## src/rtl/relu_maxpool2x2_stream_if.sv

```systemverilog
// Stream bundle for relu_maxpool2x2_stream.
// Carries the int8 pixel input stream (in_valid/in_ready/in_data) and the
// pooled output stream (out_valid/out_ready/out_data/out_last).
//   master : the surrounding fabric (drives input beats, accepts outputs)
//   slave  : the pooling block itself
interface relu_maxpool2x2_stream_if;

    logic              in_valid;
    logic              in_ready;
    logic signed [7:0] in_data;
    logic              out_valid;
    logic              out_ready;
    logic signed [7:0] out_data;
    logic              out_last;

    modport master (
        output in_valid,
        output in_data,
        output out_ready,
        input  in_ready,
        input  out_valid,
        input  out_data,
        input  out_last
    );

    modport slave (
        input  in_valid,
        input  in_data,
        input  out_ready,
        output in_ready,
        output out_valid,
        output out_data,
        output out_last
    );

endinterface

```

## src/rtl/relu_maxpool2x2_stream.sv

```systemverilog
// Streaming ReLU + 2x2 stride-2 max pool over an IMG_W x IMG_H int8 map.
// Pixels arrive in raster order, one per accepted beat. Horizontal pairs are
// reduced into a hold register; even rows park their pair maxima in a
// half-row line buffer, odd rows combine with it and emit one pooled pixel.
// Ports:
//   clk              rising-edge clock
//   rst              synchronous active-high reset
//   bus.in_valid     input beat valid
//   bus.in_ready     combinational: !out_valid || out_ready
//   bus.in_data      signed int8 pixel
//   bus.out_valid    pooled pixel valid (registered)
//   bus.out_ready    downstream accepts
//   bus.out_data     signed int8 pooled pixel (registered)
//   bus.out_last     final pooled pixel of a frame (registered)
module relu_maxpool2x2_stream #(
    parameter int unsigned IMG_W   = 28,
    parameter int unsigned IMG_H   = 28,
    parameter bit          RELU_EN = 1'b1
) (
    input  logic                           clk,
    input  logic                           rst,
    relu_maxpool2x2_stream_if.slave        bus
);

    localparam int unsigned COL_W = (IMG_W > 2) ? $clog2(IMG_W) : 1;
    localparam int unsigned ROW_W = (IMG_H > 2) ? $clog2(IMG_H) : 1;
    localparam int unsigned LB_N  = IMG_W / 2;
    localparam int unsigned LB_W  = (LB_N > 1) ? $clog2(LB_N) : 1;

    localparam logic [COL_W-1:0] COL_LAST = COL_W'(IMG_W - 1);
    localparam logic [ROW_W-1:0] ROW_LAST = ROW_W'(IMG_H - 1);

    // Geometry sanity: windows must tile the map exactly.
    if ((IMG_W < 2) || ((IMG_W % 2) != 0)) begin : g_bad_img_w
        $error("relu_maxpool2x2_stream: IMG_W must be even and >= 2");
    end
    if ((IMG_H < 2) || ((IMG_H % 2) != 0)) begin : g_bad_img_h
        $error("relu_maxpool2x2_stream: IMG_H must be even and >= 2");
    end

    logic [COL_W-1:0]  col_q;
    logic [ROW_W-1:0]  row_q;
    logic signed [7:0] hold_q;
    logic signed [7:0] linebuf_q [LB_N];

    logic              out_valid_q;
    logic              out_last_q;
    logic signed [7:0] out_data_q;

    logic              in_ready_c;
    logic              accept_c;
    logic signed [7:0] relu_px_c;
    logic signed [7:0] pair_c;
    logic signed [7:0] lb_rd_c;
    logic signed [7:0] result_c;
    logic [LB_W-1:0]   lb_idx_c;
    logic              col_odd_c;
    logic              row_odd_c;
    logic              frame_end_c;

    // Input is blocked only while a pooled pixel is stalled downstream.
    assign in_ready_c = !out_valid_q || bus.out_ready;
    assign accept_c   = bus.in_valid && in_ready_c;

    // Datapath: ReLU, horizontal max, vertical max. All compares are signed.
    always_comb begin
        relu_px_c   = bus.in_data;
        if (RELU_EN && bus.in_data[7]) begin
            relu_px_c = 8'sd0;
        end
        pair_c      = (hold_q > relu_px_c) ? hold_q : relu_px_c;
        lb_idx_c    = LB_W'(col_q >> 1);
        lb_rd_c     = linebuf_q[lb_idx_c];
        result_c    = (lb_rd_c > pair_c) ? lb_rd_c : pair_c;
        col_odd_c   = col_q[0];
        row_odd_c   = row_q[0];
        frame_end_c = (col_q == COL_LAST) && (row_q == ROW_LAST);
    end

    // Raster position, horizontal hold register and output register.
    always_ff @(posedge clk) begin
        if (rst) begin
            col_q       <= '0;
            row_q       <= '0;
            hold_q      <= 8'sd0;
            out_valid_q <= 1'b0;
            out_last_q  <= 1'b0;
            out_data_q  <= 8'sd0;
        end else begin
            // Drain first; a load on the same edge overrides it below.
            if (out_valid_q && bus.out_ready) begin
                out_valid_q <= 1'b0;
                out_last_q  <= 1'b0;
            end

            if (accept_c) begin
                if (col_q == COL_LAST) begin
                    col_q <= '0;
                    row_q <= (row_q == ROW_LAST) ? '0 : row_q + 1'b1;
                end else begin
                    col_q <= col_q + 1'b1;
                end

                if (!col_odd_c) begin
                    hold_q <= relu_px_c;
                end else if (row_odd_c) begin
                    out_data_q  <= result_c;
                    out_last_q  <= frame_end_c;
                    out_valid_q <= 1'b1;
                end
            end
        end
    end

    // Half-row buffer of pair maxima; written on even rows before any read,
    // so it needs no reset.
    always_ff @(posedge clk) begin
        if (!rst && accept_c && col_odd_c && !row_odd_c) begin
            linebuf_q[lb_idx_c] <= pair_c;
        end
    end

    assign bus.in_ready  = in_ready_c;
    assign bus.out_valid = out_valid_q;
    assign bus.out_last  = out_last_q;
    assign bus.out_data  = out_data_q;

endmodule

```

## src/flat_wrapper.sv

```systemverilog
// flat-port wrapper written by rule: the top's interface ports become plain ports
module relu_maxpool2x2_stream_flat 
#(
    parameter int unsigned IMG_W   = 28,
    parameter int unsigned IMG_H   = 28,
    parameter bit          RELU_EN = 1'b1
)
  (clk, rst, bus_in_valid, bus_in_data, bus_out_ready, bus_in_ready, bus_out_valid, bus_out_data, bus_out_last);
  relu_maxpool2x2_stream_if bus_i ();
  input  logic clk;
  input  logic rst;
  input wire logic [$bits(bus_i.in_valid)-1:0] bus_in_valid;
  input wire logic [$bits(bus_i.in_data)-1:0] bus_in_data;
  input wire logic [$bits(bus_i.out_ready)-1:0] bus_out_ready;
  output wire logic [$bits(bus_i.in_ready)-1:0] bus_in_ready;
  output wire logic [$bits(bus_i.out_valid)-1:0] bus_out_valid;
  output wire logic [$bits(bus_i.out_data)-1:0] bus_out_data;
  output wire logic [$bits(bus_i.out_last)-1:0] bus_out_last;
  assign bus_i.in_valid = bus_in_valid;
  assign bus_i.in_data = bus_in_data;
  assign bus_i.out_ready = bus_out_ready;
  assign bus_in_ready = bus_i.in_ready;
  assign bus_out_valid = bus_i.out_valid;
  assign bus_out_data = bus_i.out_data;
  assign bus_out_last = bus_i.out_last;
  relu_maxpool2x2_stream #(.IMG_W(IMG_W), .IMG_H(IMG_H), .RELU_EN(RELU_EN)) u_core (.clk(clk), .rst(rst), .bus(bus_i));
endmodule
```

## config.mk

```make
export PLATFORM = sky130hd
export DESIGN_NAME = relu_maxpool2x2_stream_flat
export DESIGN_NICKNAME = d
export VERILOG_FILES = /design/src/rtl/relu_maxpool2x2_stream_if.sv /design/src/rtl/relu_maxpool2x2_stream.sv /design/src/flat_wrapper.sv
export SDC_FILE = /design/constraint.sdc
export NUM_CORES = 1
export LEC_CHECK = 0
export CORE_ASPECT_RATIO = 0.5
export CORE_MARGIN = 2
export CORE_UTILIZATION = 40
export DETAILED_ROUTE_END_ITERATION = 12
export HOLD_SLACK_MARGIN = 0.02
export SETUP_SLACK_MARGIN = 0.4
export SKIP_CTS_REPAIR_TIMING = 1
export SLEW_MARGIN = 10
export SYNTH_ARGS = -nofsm -noshare
export SYNTH_HDL_FRONTEND = slang
export SYNTH_SLANG_ARGS = --single-unit
```

## constraint.sdc

```tcl
create_clock -name clk -period 7.72 [get_ports clk]
set_input_delay 1.544 -clock clk [delete_from_list [all_inputs] [get_ports clk]]
set_output_delay 1.544 -clock clk [all_outputs]
set_load 0.01 [all_outputs]
```

==> impl_metrics.py, run 1 <==
metrics = {
    "final_layout": {
        "multiInputGateArea_um2": 2053,
        "fin_util": 0.4890,
        "fin_nets": 498,
        "regArea_um2": 3545,
        "antenna_cells": 0,
        "syn2layout_area_growth_pct": 17.15,
        "drive_above_1_share": 0.1263,
        "fill_cells": 1199,
        "post-route-cell-area_um2": 6736,
    },
    "timing": {
        "min_period_ns": 5.580,
        "setup_viol": 0,
        "rsz0062_at_grt": "no",
        "tns_ns": 0,
        "tightest_slew_ns": 1.144,
        "clock.fmax_ghz": 0.1792,
        "final_max_slew_viol_count": 0,
        "finalCritPeriodShare": 0.7228,
        "finalHoldViolCount": 0,
        "max_slew_margin": 0.2312,
        "worst_slack_ns": 2.140,
        "whs_ns": 0.4964,
        "skew_ns": 0.007831,
    },
    "pwr": {
        "power_leakage_nw": 2.156,
        "vdd_drop_max_v": 0.0001466,
        "power.density_nw_per_um2": 257.1,
    },
    "synth": {
        "synth_most_common_cell": "edfxtp_1",
        "synth_mux_area_frac": 0.08877,
        "yosysTopAreaCellShare": 0.5117,
        "synth_top_area_cell": "edfxtp_1",
        "synth_top_family_by_area": "simple AND/OR/NAND/NOR gates",
        "synth_compound_area_frac": 0.1010,
        "synth_commonest_cells": "edfxtp_1, mux2i_1, nor2_1, dfxtp_1, nand2_1",
        "ys_types": 54,
        "synthCells": 444,
        "yosysSeqAreaShare": 0.6162,
        "synth_seq_cells": 128,
        "synth-simple-area-share": 0.1223,
        "synth.cell_area_um2": 5751,
        "yosysWarnings": 0,
        "syn_area_per_cell_um2": 12.95,
        "synth_ff_type": "edfxtp_1",
        "async_flop_share": 0,
        "synthXorXnorAreaFrac": 0.007615,
        "synth_fp_nets": 472,
        "synth_area_leaders": "edfxtp_1, dfxtp_1, mux2i_1",
        "synth_edf_count": 98,
        "synth_fa_ha_area_frac": 0.03481,
    },
    "detailed_routing": {
        "ant_nets": 0,
        "initialDrtViolationCount": 269,
        "routed_via_density": 5.378,
        "wl_per_cell_um": 18.73,
        "wl_um": 12650,
        "via_count": 3630,
        "route.detailed.drc": 0,
        "dr.pass1.iters": 4,
    },
    "setup_path": {
        "path_max_fanout": 16,
        "worstPathRequired_ns": 8.08,
        "start_kind": "input port",
        "cp.arrival_ns": 5.94,
        "crit_type": "input port to flop",
        "cp-end-kind": "flop",
    },
    "run": {
        "drv_cap": 0,
    },
    "status": {
        "status": "finished clean",
    },
    "global_routing": {
        "grt_remaining_overflow": 0,
        "grt_use_total": 0.1718,
        "grt_pass1_wl_um": 19330,
        "grt_max_degree": 57,
        "grt_antenna_before_repair": 0,
        "first_global_vias": 3397,
    },
    "clock_network": {
        "cts_buffers": 17,
        "numClockSinks": 128,
        "clockBufferDepth": 2,
        "insertion_delay_ns": 0.42,
        "cts-root-buf": "clkbuf_16",
        "clk_pin_slew_ns": 0.06,
        "htree_levels": 4,
        "cts_tree": "yes",
    },
    "place": {
        "dp_hpwl_um": 8143,
        "dp_slack_ns": 1.772,
        "portBuffers": 21,
        "gp_congestion": 0.8212,
        "placedInstanceArea_um2": 6145,
    },
    "floorplanning": {
        "die_x_um": 173.6,
        "start_util": 0.4174,
        "dieArea_um2": 15410,
        "core_um2": 13780,
        "die_y_um": 88.79,
        "io_pins": 23,
        "rows": 30,
    },
    "hold_path": {
        "hp-class": "flop to flop",
    },
}
==> layer usage <==
layer	vias up	part of all wire	GRT usage
met4	0	0.011	0.07781
met2	103	0.44	0.2531
met3	16	0.043	0.03952
met5	-	0	0
li1	1738	-	-
met1	1773	0.51	0.2439
==> final cells by class <==
cell class / instances / share of cell area
Clock inverter: 15 / 0.02396
Inverter: 17 / 0.009473
Multi-Input combinational cell: 280 / 0.3048
Timing Repair Buffer: 26 / 0.03678
Tap cell: 192 / 0.03566
Clock buffer: 17 / 0.06315
Sequential cell: 128 / 0.5262
==> worst max-delay path, stage by stage <==
cell             delay [ns]
clkdlybuf4s50_1        0.55
nor2b_1                0.30
inv_1                  0.07
ha_1                   0.34
nand4_2                0.29
o21bai_1               0.53
o221a_2                0.51
inv_1                  0.09
ha_1                   0.31
and2_1                 0.16
a221o_1                0.33
o22ai_1                0.17
nor3b_2                0.46
a221o_1                0.24
==> sequential cells by signal, indices dropped and copies added (netlist names), named ones only <==
| name | cells |
|---|---|
| u_core.linebuf_q | 98 |
| u_core.col_q | 5 |
| u_core.bus.out_data | 7 |
| u_core.bus.out_last | 1 |
| u_core.row_q | 5 |
| u_core.hold_q | 7 |
| u_core.bus.out_valid | 1 |
==> cells by family (layout without fill, tap and decap cells) <==
logic type | Yosys count | in the layout
buf+inv | 36 | 75
mux | 51 | 51
compound gates | 80 | 80
simple gates | 127 | 127
xor+xnor | 5 | 5
other cells | 1 | 1
fa+ha+maj | 16 | 16
flops | 128 | 128
==> placed cells by master, fill, tap and decap left out, types with 9 or more instances in the layout <==
cell type	count
clkbuf_16	17
clkdlybuf4s50_1	21
nor2_1	36
ha_1	16
nor2b_1	9
o21ai_0	12
nor3_1	13
inv_1	15
edfxtp_1	98
a21oi_1	15
nand2_1	25
and2_1	9
dfxtp_1	29
mux2i_1	51
==> power by group <==
part | leakage, nW | switching [mW] | internal, mW | total (mW)
combinational | 0.739 | 0.105 | 0.0530 | 0.158
clock | 0.284 | 0.314 | 0.479 | 0.793
sequential | 1.13 | 0.00754 | 0.773 | 0.781
total | 2.16 | 0.427 | 1.31 | 1.73
==> stage by stage <==
step | cells | power (mW)
after floorplan | 444 | 0.8942
after global placement | 643 | 0.9476
after detailed placement | 643 | 0.9515
after CTS | 675 | 1.740
after global routing | 675 | 1.787
final | 675 | 1.732
==> final timing paths <==
path	start	endpoint	slack [ns]	cells after the start
hold / removal	u_core.bus.out_last$_SDFF_PP0_	u_core.bus.out_last$_SDFF_PP0_	0.50	2
setup reg to reg	u_core.hold_q[0]$_SDFFE_PP0P_	u_core.bus.out_data[6]$_SDFFE_PP0P_	3.78	12
setup / recovery	bus_in_data[7]	u_core.bus.out_data[6]$_SDFFE_PP0P_	2.14	14
hold reg to reg	u_core.bus.out_last$_SDFF_PP0_	u_core.bus.out_last$_SDFF_PP0_	0.50	2
(Power assumes the default switching activity.)
==> run 2: changes to the inputs <==
==> constraint.sdc (replaced) <==
create_clock -name clk -period 5.3 [get_ports clk]
set_input_delay 1.06 -clock clk [delete_from_list [all_inputs] [get_ports clk]]
set_output_delay 1.06 -clock clk [all_outputs]
set_load 0.01 [all_outputs]
==> impl_metrics.py, run 2 (synthesized netlist as in run 1, its figures left out) <==
metrics = {
    "final_layout": {
        "final_cell_mix": "edfxtp_1, mux2i_1, nor2_1, dfxtp_1, nand2_1",
        "post-route-cell-area_um2": 6788,
        "fin_nets": 510,
        "final_common_cell": "edfxtp_1",
        "top_register": "u_core.linebuf_q",
        "antenna_cells": 0,
        "drive_above_1_share": 0.1455,
        "syn2layout_area_growth_pct": 18.04,
        "largest_reg_flops": 98,
    },
    "timing": {
        "whs_ns": 0.4791,
        "tightest_slew_ns": 0.9822,
        "setup_viol": 0,
        "max_slew_margin": 0.3452,
        "finalHoldViolCount": 0,
        "min_period_ns": 4.602,
        "skew_ns": 0.008098,
        "final_max_slew_viol_count": 0,
        "clock.fmax_ghz": 0.2173,
        "finalCritPeriodShare": 0.8683,
        "worst_slack_ns": 0.6982,
        "tns_ns": 0,
        "rsz0062_at_grt": "no",
    },
    "clock_network": {
        "clk_pin_slew_ns": 0.06,
        "insertion_delay_ns": 0.41,
        "cts_buffers": 17,
        "clockBufferDepth": 2,
        "cts-root-buf": "clkbuf_16",
        "numClockSinks": 128,
        "htree_levels": 4,
        "cts_tree": "yes",
    },
    "detailed_routing": {
        "routed_via_density": 5.342,
        "initialDrtViolationCount": 296,
        "wl_per_cell_um": 18.53,
        "ant_nets": 0,
        "dr.pass1.iters": 6,
        "route.detailed.drc": 0,
        "via_count": 3670,
        "wl_um": 12730,
    },
    "setup_path": {
        "start_kind": "input port",
        "crit_type": "input port to flop",
        "rrSetupSlack_ns": 1.61,
        "worstPathRequired_ns": 5.65,
        "path_max_fanout": 7,
        "cp-end-kind": "flop",
        "cp.arrival_ns": 4.95,
    },
    "floorplanning": {
        "dieArea_um2": 15410,
        "rows": 30,
        "core_um2": 13780,
        "die_y_um": 88.79,
        "die_x_um": 173.6,
        "start_util": 0.4174,
        "io_pins": 23,
    },
    "place": {
        "placedInstanceArea_um2": 6228,
        "dp_slack_ns": 0.1572,
        "dp_hpwl_um": 8506,
        "portBuffers": 21,
        "gp_congestion": 0.8095,
    },
    "hold_path": {
        "hp-class": "flop to flop",
    },
    "run": {
        "drv_cap": 0,
    },
    "global_routing": {
        "grt_use_met3": 0.02921,
        "grt_use_met1": 0.2378,
        "grt_remaining_overflow": 0,
        "grt_antenna_before_repair": 0,
        "grt_max_degree": 36,
        "first_global_vias": 3585,
        "grt_pass1_wl_um": 19780,
        "use_met2": 0.2865,
        "globalRoute.busiestLayer": "met2",
        "grt_use_total": 0.1751,
    },
    "pwr": {
        "power.density_nw_per_um2": 362.7,
        "vdd_drop_max_v": 0.0002426,
        "power_leakage_nw": 2.198,
        "power_mw": 2.462,
    },
    "status": {
        "status": "finished clean",
    },
}
==> run 2: cell types whose count changed in the layout (fill, tap and decap cells not counted), sizes merged <==
cell,delta
buf,+12
clkinv,-4
inv,+4
bufinv,-2
clkinvlp,+2
==> run 2: report_power, final <==
part	leakage (nW)	switching (mW)	internal (mW)
sequential	1.13	0.0111	1.13
combinational	0.806	0.159	0.0897
clock	0.258	0.466	0.610
total	2.20	0.636	1.83
==> run 2: worst paths after layout <==
kind,from,end,cells after the start
hold reg to reg,u_core.bus.out_last$_SDFF_PP0_,u_core.bus.out_last$_SDFF_PP0_,2
setup / recovery,bus_in_data[7],u_core.bus.out_data[5]$_SDFFE_PP0P_,16
setup reg to reg,flop,u_core.bus.out_data[5]$_SDFFE_PP0P_,10
hold / removal,u_core.bus.out_last$_SDFF_PP0_,u_core.bus.out_last$_SDFF_PP0_,2
==> run 2: cell type report <==
cell class	instances	area (um^2)
repair buffers	38	337.8
inverters	17	63.81
fillers	1232	6988
multi-input cells	280	2052
clock buffers	17	425.4
clock inverters	15	123.9
well taps	192	240.2
flip-flops and latches	128	3545
==> run 2: through the flow <==
stage | cells | util
floorplan | 444 | -
global placement | 655 | 0.4521
detailed placement | 655 | 0.4521
CTS | 687 | 0.4920
global route | 687 | 0.4927
finish | 687 | 0.4927
==> run 2: metal layers <==
| layer | vias up | part of all wire |
|---|---|---|
| li1 | 1754 | - |
| met1 | 1804 | 0.47 |
| met2 | 98 | 0.47 |
| met3 | 14 | 0.055 |
| met4 | 0 | 0.011 |
| met5 | - | 0 |
==> run 2: critical path, cell delays in order <==
cell and delay [ns]:
clkdlybuf4s50_1 0.53, nor2b_1 0.35, inv_1 0.08, ha_1 0.31, nor2b_1 0.26, o211ai_1 0.12
a21oi_1 0.12, nand2b_1 0.27, o221a_2 0.25, inv_1 0.05, ha_1 0.29, and2_1 0.15
a221o_1 0.31, o22ai_1 0.22, nor3b_4 0.37, a221o_1 0.20
==> run 3: changes to the inputs <==
--- a/config.mk
+++ b/config.mk
@@ -7,7 +7,7 @@
 export LEC_CHECK = 0
 export CORE_ASPECT_RATIO = 0.5
 export CORE_MARGIN = 2
-export CORE_UTILIZATION = 40
+export CORE_UTILIZATION = 35
 export DETAILED_ROUTE_END_ITERATION = 12
 export HOLD_SLACK_MARGIN = 0.02
 export SETUP_SLACK_MARGIN = 0.4
==> impl_metrics.py, run 3 (synthesized netlist as in run 1, its figures left out) <==
metrics = {
    "status": {
        "status": "finished clean",
    },
    "clock_network": {
        "clk_pin_slew_ns": 0.06,
        "cts-root-buf": "clkbuf_16",
        "numClockSinks": 128,
        "clockBufferDepth": 2,
        "cts_buffers": 17,
        "cts_tree": "yes",
        "insertion_delay_ns": 0.41,
        "htree_levels": 4,
    },
    "global_routing": {
        "grt_pass1_wl_um": 19790,
        "grt_max_degree": 36,
        "grt_antenna_before_repair": 0,
        "grt_use_total": 0.1554,
        "grt_remaining_overflow": 0,
        "first_global_vias": 3494,
    },
    "setup_path": {
        "crit_chain": "clkdlybuf4s50_1, nor2b_1, inv_1, ha_1, or3_1, o311ai_4, nor3_1, o21ai_1, o221a_2, inv_1, ha_1, and2_1, a221o_1, o22ai_1, nor3b_2, a221o_1",
        "reg2reg_depth": 10,
        "rr_endpoint": "u_core.bus.out_data[2]$_SDFFE_PP0P_",
        "cp.arrival_ns": 4.97,
        "start_kind": "input port",
        "cp_slowest_stage_delay_ns": 0.53,
        "cp_slowest_cell": "clkdlybuf4s50_1",
        "worstPathRequired_ns": 5.64,
        "crit_type": "input port to flop",
        "rrSetupSlack_ns": 1.58,
        "cp-end-kind": "flop",
        "startpoint": "bus_in_data[7]",
        "path_max_fanout": 7,
    },
    "floorplanning": {
        "core_um2": 16230,
        "dieArea_um2": 17530,
        "start_util": 0.3544,
        "die_y_um": 94.64,
        "die_x_um": 185.3,
        "io_pins": 23,
        "rows": 33,
    },
    "timing": {
        "finalCritPeriodShare": 0.8733,
        "worst_slack_ns": 0.6714,
        "final_max_slew_viol_count": 0,
        "max_slew_margin": 0.4492,
        "clock.fmax_ghz": 0.2160,
        "tns_ns": 0,
        "skew_ns": 0.006709,
        "whs_ns": 0.4901,
        "min_period_ns": 4.629,
        "rsz0062_at_grt": "no",
        "setup_viol": 0,
        "tightest_slew_ns": 0.8217,
        "finalHoldViolCount": 0,
    },
    "pwr": {
        "power.share.sequential": 0.448,
        "p_switching_mw": 0.5893,
        "power_leakage_nw": 2.214,
        "vdd_drop_max_v": 0.0002198,
        "power.density_nw_per_um2": 369.0,
        "p_sw_frac": 0.2318,
        "p_int_mw": 1.953,
        "comb_power_share": 0.096,
        "clockPowerShare": 0.456,
    },
    "detailed_routing": {
        "initialDrtViolationCount": 311,
        "wl_um": 12670,
        "ant_nets": 0,
        "routed_via_density": 5.007,
        "wl_per_cell_um": 17.54,
        "via_count": 3615,
        "route.detailed.drc": 0,
        "dr.pass1.iters": 4,
    },
    "final_layout": {
        "syn2layout_area_growth_pct": 19.78,
        "drive_above_1_share": 0.1434,
        "final_common_cell": "edfxtp_1",
        "fin_nets": 511,
        "largest_reg_flops": 98,
        "post-route-cell-area_um2": 6888,
        "final_cell_mix": "edfxtp_1, mux2i_1, nor2_1, dfxtp_1, nand2_1",
        "final_cells": 722,
        "top_register": "u_core.linebuf_q",
        "antenna_cells": 0,
        "fill_cells": 1525,
    },
    "place": {
        "dp_hpwl_um": 8455,
        "dpl.cell_count": 691,
        "dp_slack_ns": 0.2447,
        "placedInstanceArea_um2": 6292,
        "portBuffers": 21,
        "gp_congestion": 0.8378,
    },
    "hold_path": {
        "hold_path_depth": 2,
        "worstHoldStart": "u_core.bus.out_last$_SDFF_PP0_",
        "hp-class": "flop to flop",
        "whs_endpoint": "u_core.bus.out_last$_SDFF_PP0_",
    },
    "run": {
        "drv_cap": 0,
    },
}
run 3: cell types whose count changed in the layout (fill, tap and decap cells not counted), sizes merged:
cell | previous run | this run
buf | 17 | 18
clkbuf | 17 | 18
clkinvlp | 4 | 5
inv | 25 | 19
bufinv | 0 | 3
run 3: area by class of cell:
type	count	area [um^2]	area share
sequential	128	3545	0.5146
multi-input combinational	280	2046	0.2970
clock buffer	18	429.2	0.06231
timing repair buffer	39	357.8	0.05195
tap	227	284.0	0.04124
clock inverter	13	162.7	0.02361
inverter	17	63.81	0.009264
run 3: how the worst max path moves through the flow:
stage / to / slack, ns
floorplan: u_core.bus.out_data[0]$_SDFFE_PP0P_ / 1.08
global placement: u_core.bus.out_data[6]$_SDFFE_PP0P_ / 0.37
detailed placement: u_core.bus.out_data[2]$_SDFFE_PP0P_ / 0.24
CTS: u_core.bus.out_data[2]$_SDFFE_PP0P_ / 0.68
global route: u_core.bus.out_data[3]$_SDFFE_PP0P_ / 0.41
finish: u_core.bus.out_data[2]$_SDFFE_PP0P_ / 0.67
run 3: critical path, delay by kind of cell:
| kind | cells | cell delay, ns |
|---|---|---|
| AOI/OAI and AO/OA | 6 | 1.24 |
| adders and majority gates | 2 | 0.62 |
| buffers and inverters | 3 | 0.65 |
| and+or+nand+nor | 5 | 1.39 |
run 3: per-stage QoR:
step	util	power, mW
floorplan	-	1.302
global placement	0.3878	1.397
detailed placement	0.3878	1.404
CTS	0.4242	2.565
global route	0.4245	2.640
finish	0.4245	2.542
run 3: routing by layer:
metal  wire [um]  part of all wire  vias up  GRT usage
li1            -                 -     1752          -
met2        6024              0.48       88     0.2522
met3         657             0.052        5    0.04165
met1        5952              0.47     1770     0.2104
met4          32            0.0025        0    0.03175
met5           0                 0        -          0
run 3: power by group through the flow:
stage | clock network, mW | registers [mW] | logic (mW)
floorplan | 0 | 1.15 | 0.151
global placement | 0 | 1.16 | 0.238
detailed placement | 0 | 1.16 | 0.245
CTS | 1.18 | 1.14 | 0.246
global route | 1.23 | 1.14 | 0.272
finish | 1.16 | 1.14 | 0.245
